===== src/rtl/rv32i_fetch_unit.sv =====
// RV32I instruction fetch stage: issues word-aligned imem requests, buffers
// {pc, inst} in a prefetch FIFO for decode, and drops stale responses after a redirect.
module rv32i_fetch_unit #(
    parameter int unsigned DEPTH    = 4,
    parameter logic [31:0] RESET_PC = 32'h0000_0000
) (
    input  logic        clk_i,
    input  logic        resetn_i,
    output logic        imem_req_valid_o,
    input  logic        imem_req_ready_i,
    output logic [31:0] imem_add_o,
    input  logic        imem_rsp_valid_i,
    input  logic [31:0] imem_rsp_data_i,
    input  logic        stall_i,
    input  logic        redirect_i,
    input  logic [31:0] redirect_pc_i,
    output logic        valid_o,
    output logic [31:0] inst_o,
    output logic [31:0] pc_o,
    output logic [31:0] pc_plus4_o
);
    localparam int unsigned PW  = $clog2(DEPTH);
    localparam int unsigned CW  = PW + 1;
    localparam int unsigned CW1 = CW + 1;
    localparam logic [CW:0] DEPTH_C = CW1'(DEPTH);

    logic [31:0]   pc_fetch_r;
    logic          active_r;
    logic [CW-1:0] fifo_count_r;
    logic [CW-1:0] outstanding_r;
    logic [CW-1:0] discard_r;
    logic [PW-1:0] wr_ptr_r;
    logic [PW-1:0] rd_ptr_r;
    logic [PW-1:0] tag_wr_ptr_r;
    logic [PW-1:0] tag_rd_ptr_r;
    logic [31:0]   fifo_pc_r   [DEPTH];
    logic [31:0]   fifo_inst_r [DEPTH];
    logic [31:0]   tag_r       [DEPTH];

    logic          issue;
    logic          rsp_fire;
    logic          drop;
    logic          push;
    logic          pop;
    logic [CW:0]   inflight;
    logic [CW-1:0] outstanding_nxt;

    // Buffered plus in-flight words never exceed DEPTH, so every response has a FIFO slot.
    assign inflight         = {1'b0, fifo_count_r} + {1'b0, outstanding_r};
    assign imem_req_valid_o = active_r && !redirect_i && (inflight < DEPTH_C);
    assign imem_add_o       = pc_fetch_r;
    assign issue            = imem_req_valid_o && imem_req_ready_i;
    assign rsp_fire         = imem_rsp_valid_i && (outstanding_r != '0);
    assign drop             = redirect_i || (discard_r != '0);
    assign push             = rsp_fire && !drop;
    assign outstanding_nxt  = outstanding_r + CW'(issue) - CW'(rsp_fire);

    assign valid_o    = (fifo_count_r != '0) && !redirect_i;
    assign pop        = valid_o && !stall_i;
    assign inst_o     = fifo_inst_r[rd_ptr_r];
    assign pc_o       = fifo_pc_r[rd_ptr_r];
    assign pc_plus4_o = pc_o + 32'd4;

    always_ff @(posedge clk_i or negedge resetn_i) begin
        if (!resetn_i) begin
            pc_fetch_r    <= RESET_PC;
            active_r      <= 1'b0;
            fifo_count_r  <= '0;
            outstanding_r <= '0;
            discard_r     <= '0;
            wr_ptr_r      <= '0;
            rd_ptr_r      <= '0;
            tag_wr_ptr_r  <= '0;
            tag_rd_ptr_r  <= '0;
            for (int i = 0; i < DEPTH; i++) begin
                fifo_pc_r[i]   <= '0;
                fifo_inst_r[i] <= '0;
                tag_r[i]       <= '0;
            end
        end else begin
            active_r      <= 1'b1;
            outstanding_r <= outstanding_nxt;
            if (issue) begin
                tag_r[tag_wr_ptr_r] <= pc_fetch_r;
                tag_wr_ptr_r        <= tag_wr_ptr_r + PW'(1);
            end
            if (rsp_fire) begin
                tag_rd_ptr_r <= tag_rd_ptr_r + PW'(1);
            end
            // Everything still in flight at a redirect belongs to the old path.
            if (redirect_i) begin
                pc_fetch_r   <= {redirect_pc_i[31:2], 2'b00};
                discard_r    <= outstanding_nxt;
                fifo_count_r <= '0;
                wr_ptr_r     <= '0;
                rd_ptr_r     <= '0;
            end else begin
                if (issue) begin
                    pc_fetch_r <= pc_fetch_r + 32'd4;
                end
                if (rsp_fire && (discard_r != '0)) begin
                    discard_r <= discard_r - CW'(1);
                end
                if (push) begin
                    fifo_pc_r[wr_ptr_r]   <= tag_r[tag_rd_ptr_r];
                    fifo_inst_r[wr_ptr_r] <= imem_rsp_data_i;
                    wr_ptr_r              <= wr_ptr_r + PW'(1);
                end
                if (pop) begin
                    rd_ptr_r <= rd_ptr_r + PW'(1);
                end
                fifo_count_r <= fifo_count_r + CW'(push) - CW'(pop);
            end
        end
    end
endmodule


===== config.mk =====
export PLATFORM = sky130hd
export DESIGN_NAME = rv32i_fetch_unit
export DESIGN_NICKNAME = d
export VERILOG_FILES = /design/src/rtl/rv32i_fetch_unit.sv
export SDC_FILE = /design/constraint.sdc
export NUM_CORES = 1
export LEC_CHECK = 0
export BUFFER_PORTS_ARGS = -buffer_cell sky130_fd_sc_hd__clkbuf_2
export CAP_MARGIN = 40
export CORE_UTILIZATION = 53
export CTS_BUF_LIST = sky130_fd_sc_hd__clkbuf_8 sky130_fd_sc_hd__clkbuf_16
export DETAILED_ROUTE_END_ITERATION = 7
export PLACE_DENSITY = 0.87
export RECOVER_POWER = 50
export SLEW_MARGIN = 0
export SYNTH_ARGS = -nofsm -noshare
export SYNTH_HDL_FRONTEND = slang
export SYNTH_SLANG_ARGS = --single-unit

===== constraint.sdc =====
create_clock -name clk_i -period 3 [get_ports clk_i]
set_input_delay 0 -clock clk_i [delete_from_list [all_inputs] [get_ports clk_i]]
set_output_delay 0 -clock clk_i [all_outputs]
set_load 0.05 [all_outputs]

* Yosys cells after proc, flatten, opt, wreduce, memory -nomap -nowiden *
Index checks and enable logic that the tools add are counted.

storage, ports and cells
  register bits after elaboration = 434
  bits in latches = 0
  memory bits (writable) = 0
  ROM bits = 0
  output and inout port bits = 130
  memories kept = 0

cells by class
  $add $sub $neg = 12
  multipliers = 0
  divide/modulo/power cells = 0
  order comparisons = 7
  equality and inequality tests = 0
  shift operators = 0
  mux-type cells = 25
  bitwise gates (word level) = 5
  reductions and logical operators = 22

operator list
  operator                                                              count
  128-bit bitwise mux                                                   3
  32-bit 2-to-1 mux                                                     10
  32-bit binary-select mux with 2-bit select                            3
  32-bit demux with 2-bit select                                        2
  32-bit by 3-bit adder with 32-bit output, second input constant       2
  3-bit >= comparator, second input constant                            4
  2-bit NOT with 3-bit output                                           4
  1-bit logical AND                                                     10
  3-bit 2-to-1 mux                                                      3
  3-bit nonzero test                                                    3
  2-bit by 1-bit adder with 2-bit output, second input constant         4
  2-bit 2-to-1 mux                                                      4
  2-bit nonzero test                                                    4
  3-bit by 1-bit adder with 3-bit output                                2
  3-bit by 1-bit < comparator with 1-bit output, second input constant  2
  3-bit by 1-bit subtractor with 3-bit output                           2
  3-bit by 3-bit adder with 4-bit output                                1
  4-bit by 3-bit < comparator with 1-bit output, second input constant  1
  1-bit zero test                                                       3
  3-bit by 1-bit subtractor with 3-bit output, second input constant    1
  2-bit AND reduction                                                   1
  1-bit logical OR                                                      1
  1-bit NOT                                                             1

* Depth between registers and ports, before layout *
  depth in word-level cells = 7
  depth in mapped cells = 12

* Worst setup path before layout *
Ideal clock, no wire load.

  path type = reg2reg
  start = register fifo_count_r[1]
  end = register discard_r[2]
  library setup time = 0.136 ns
  arrival = 2.924 ns
  data required time = 2.864 ns
  path slack = -0.060 ns
  stages on the path, launching flop included = 13
  buffers on the path = 1
  period minus slack after synthesis = 3.060 ns
  cell sequence = dfrtp_1 ha_1 or4b_1 nor4b_4 inv_2 clkbuf_1 ha_1 inv_1 ha_1 fa_1 xnor2_1 nand2_1 o21ai_0

between the ends
  cells in the longest elaborated chain, start to end = 7

RTL lines
  what                                           RTL line  text
  start: declaration                             29        logic [CW-1:0] fifo_count_r;
  start signal: assignment                       112       fifo_count_r <= fifo_count_r + CW'(push) - CW'(pop);
  3-bit by 3-bit adder with 4-bit output         49        assign inflight = {1'b0, fifo_count_r} + {1'b0, outstanding_r};
  4-bit by 3-bit < comparator with 1-bit output  50        assign imem_req_valid_o = active_r && !redirect_i && (inflight < DEPTH_C);
  1-bit logical AND                              50
  1-bit logical AND                              52        assign issue = imem_req_valid_o && imem_req_ready_i;
  3-bit by 1-bit adder with 3-bit output         56        assign outstanding_nxt = outstanding_r + CW'(issue) - CW'(rsp_fire);
  3-bit by 1-bit subtractor with 3-bit output    56
  via outstanding_nxt[2]                         46        logic [CW-1:0] outstanding_nxt;
  3-bit 2-to-1 mux                               91        if (redirect_i) begin
  end signal: assignment                         93        discard_r <= outstanding_nxt;
  end signal: assignment                         102       discard_r <= discard_r - CW'(1);
  end: declaration                               31        logic [CW-1:0] discard_r;

The timed path passes the listed nets, and every way through them passes these cells.
A chain may end at the register's enable or synchronous reset.

* Final worst setup path *
  start = register rd_ptr_r[0]
  end = output pc_plus4_o[23]

between the ends
  cells in the longest elaborated chain, start to end = 5

RTL lines
  what                                                  RTL line  text
  start: declaration                                    33        logic [PW-1:0] rd_ptr_r;
  start signal: assignment                              110       rd_ptr_r <= rd_ptr_r + PW'(1);
  2-bit NOT with 3-bit output (not written as such)     61        assign pc_o = fifo_pc_r[rd_ptr_r];
  32-bit binary-select mux with 2-bit select            61
  32-bit 2-to-1 mux (not written as such) (2 in a row)  61
  32-bit by 3-bit adder with 32-bit output              62        assign pc_plus4_o = pc_o + 32'd4;
  end: declaration                                      20        output logic [31:0] pc_plus4_o

No other way between the ends. The select of a mux whose other input is x is not followed.

==> results.sh <==
export IMPL_outcome="finished, violations left"
export IMPL_violations="capacitance limit, slew limit"
export IMPL_cellLeakagePower_nw=10.88
export IMPL_stdcell_count=2078
export IMPL_cts_sinks=416
export IMPL_cp_required_ns=3.00
export IMPL_dr_wl_met3_um=3169
export IMPL_grt_max_degree=114
export IMPL_final_common_cell="dfrtp_1"
export IMPL_cts_htree_levels=2
export IMPL_final_setup_tns_ns=0
export IMPL_cp_slowest_cell="dfrtp_4"
export IMPL_first_pass_iters=7
export IMPL_top_layer="met4"
export IMPL_gp_congestion=0.9027
export IMPL_routed_wirelength_um=46000
export IMPL_route_met2_wl_um=22870
export IMPL_ys_ff_latch=416
export IMPL_hold_path_depth=4
export IMPL_synth_area_leaders="dfrtp_1 (54%), mux2_2 (15%), mux4_2 (11%)"
export IMPL_period_needed_ns=2.981
export IMPL_io_pins=200
export IMPL_multi_input_area_mm2=0.008377
export IMPL_start_kind="flip-flop"
export IMPL_peakVddDrop_v=0.0009677
export IMPL_die_width_um=192.3
export IMPL_cts_tree="built"
export IMPL_clockRootBuffer="clkbuf_16"
export IMPL_ys_seq_area_share_pct=54.22
export IMPL_hpwl_um=28300
export IMPL_placed_cells_incl_taps=1922
export IMPL_die_h_um=192.3
export IMPL_relSlewSlack_pct=-30.06
export IMPL_fp_row_count=69
export IMPL_synth_area_per_cell_um2=14.58
export IMPL_grt_pass1_wl_um=71960
export IMPL_timing_rr_end="discard_r[2]"
export IMPL_clock_skew_ns=0.01836
export IMPL_vias=12600
export IMPL_hold_class="input port to flip-flop"
export IMPL_routedWlPerCell_um=22.14
export IMPL_final_cell_mix="dfrtp_1 (413), mux2_2 (257), clkbuf_2 (123), mux2_1 (104), mux4_2 (92)"
export IMPL_drc=0
export IMPL_critPathArrivalTime_ns=2.98
export IMPL_synth_warnings=0
export IMPL_slowest_delay_ns=0.51
export IMPL_reg2reg_from="outstanding_r[1]"
export IMPL_syn_area_mm2=0.01920
export IMPL_area_growth_pct=19.89
export IMPL_max_freq_mhz=335.4
export IMPL_path_class="flip-flop to output pin"
export IMPL_cts_buffers=43
export IMPL_holdPathEnd="tag_wr_ptr_r[0]"
export IMPL_worst_pin_slew_ns=1.951
export IMPL_antenna_found_initial=0
export IMPL_post_drt_via_cell_ratio=6.062
export IMPL_n_antenna_cell=0
export IMPL_setup_viol=0
export IMPL_start_util_pct=53.98
export IMPL_clock_latency_ns=0.55
export IMPL_fin_util_pct=64.71
export IMPL_yosys_area_top_type="dfrtp_1"
export IMPL_worst_r2r_cell_count=11
export IMPL_clockBufferDepth=3
export IMPL_synthDistinctLibCells=48
export IMPL_final_hold_violation_count=0
export IMPL_postRouteAntennaNets=0
export IMPL_ys_flop_type="dfrtp_1"
export IMPL_drt_met1_wl_um=18680
export IMPL_register_area_mm2=0.01042
export IMPL_grt_pass1_vias=13260
export IMPL_synth_async_reset_ratio_pct=100.0
export IMPL_drive_above_1_share_pct=39.58
export IMPL_crit_chain="buf_4, mux4_2, and4_4, nand4_1, buf_4, nor3_1, xor2_1, buf_4"
export IMPL_slew_viol_final=73
export IMPL_layout_nets=1675
export IMPL_r2r_slack_ns=0.16
export IMPL_coreArea_mm2=0.03557
export IMPL_grt_usage_pct=25.17
export IMPL_netlist_instances=1317
export IMPL_cpMostUsedCell="buf_4"
export IMPL_drt_iter0_drc=811
export IMPL_final_period_utilization_pct=99.38
export IMPL_hold_start="imem_req_ready_i"
export IMPL_synth_top_area_share_pct=54.22
export IMPL_port_buffers=191
export IMPL_fillers=2381
export IMPL_powerDensity_mw_per_mm2=975.8
export IMPL_synth_edf_count=0
export IMPL_grt_ovfl_total=0
export IMPL_die_area_mm2=0.03699
export IMPL_worstPathMaxFanout=6
export IMPL_clkTransAtPathRegs_ns=0.06
export IMPL_end_kind="output pin"
export IMPL_drv_cap=1
==> registers in the layout, summed over array words and instances (netlist names) <==
name / count
rd_ptr_r: 2
fifo_count_r: 3
imem_add_o: 30
outstanding_r: 3
active_r: 1
tag_rd_ptr_r: 2
discard_r: 3
fifo_pc_r: 120
tag_wr_ptr_r: 2
tag_r: 120
wr_ptr_r: 2
fifo_inst_r: 128
==> worst max-delay path by stage <==
stage,slack [ns],cells past startpoint,start,endpoint
5_1_grt,-0.06,9,rd_ptr_r[0],pc_plus4_o[25]
6_report,0.02,8,rd_ptr_r[0],pc_plus4_o[23]
3_5_place_dp,0.12,11,outstanding_r[1],discard_r[2]
4_1_cts,0.00002,9,rd_ptr_r[1],pc_plus4_o[26]
2_1_floorplan,0.02,12,fifo_count_r[1],discard_r[2]
3_3_place_gp,0.15,11,outstanding_r[1],discard_r[2]
==> report_power, final <==
part | internal (mW) | leakage (nW) | switching (mW)
combinational | 3.33 | 4.58 | 5.64
sequential | 7.12 | 5.55 | 1.04
clock | 3.15 | 0.749 | 2.18
==> per-stage QoR <==
step / worst slack, ns / total power [mW] / hold WS (ns) / cell area (um^2)
floorplan: 0.01526 / 14.54 / -0.2956 / 19230
global placement: 0.1517 / 16.46 / 0.01144 / 20740
detailed placement: 0.1172 / 16.85 / 0.02335 / 20750
CTS: 0.00001532 / 22.40 / 0.008416 / 22960
global route: -0.06178 / 23.43 / 0.07513 / 23020
finish: 0.01858 / 22.46 / 0.07926 / 23020
==> cell usage after synthesis (6+ instances only) <==
master	count
a21oi_1	6
a31oi_1	9
and2_1	11
and3_1	8
and4_1	6
buf_2	49
buf_4	10
clkbuf_1	26
dfrtp_1	416
ha_1	18
inv_1	22
mux2_1	104
mux2_2	257
mux4_2	92
nand2_1	64
nand3_1	20
nand4_1	18
nor2_1	23
nor3_1	19
nor4_1	7
o211ai_1	6
o21ai_0	34
xnor2_1	24
xor2_1	21
==> area by class of cell <==
| class | instances | area share [%] |
|---|---|---|
| clock buffers | 53 | 5.322 |
| inverters | 23 | 0.3751 |
| flip-flops and latches | 416 | 45.26 |
| multi-input cells | 792 | 36.39 |
| clock inverters | 24 | 0.8751 |
| well taps | 461 | 2.506 |
| repair buffers | 309 | 9.268 |
==> routing by layer <==
layer	up-vias	global-route usage, %
met5	-	0
met4	0	8.237
met3	101	4.437
met2	565	41.73
met1	6577	33.75
li1	5353	-
==> timing repair <==
action,in CTS,in global routing
pin swaps,3,1
hold endpoints to repair,388,0
hold buffers,65,0
setup buffers,6,8
gates resized for setup,21,38
endpoints found under the setup margin,44,19
==> cell families (layout without fill, tap and decap cells) <==
logic type / count (synthesis) / after routing / share of synthesized area (%)
multiplexers: 454 / 454 / 32.02
flip-flops: 416 / 416 / 54.22
AND/OR/NAND/NOR: 190 / 190 / 5.018
buffers and inverters: 114 / 409 / 2.789
AO/OA/AOI/OAI: 76 / 76 / 2.483
XOR/XNOR: 45 / 45 / 2.053
adder cells (fa/ha/maj): 20 / 20 / 1.382
other: 2 / 7 / 0.03912
==> critical path: cells and delay by family (launching register included) <==
family / cells / cell delay [ns]
buffers and inverters: 3 / 0.64
AND/OR/NAND/NOR: 3 / 0.58
flip-flops: 1 / 0.51
multiplexers: 1 / 0.49
XOR/XNOR: 1 / 0.22
(Power assumes the default switching activity.)
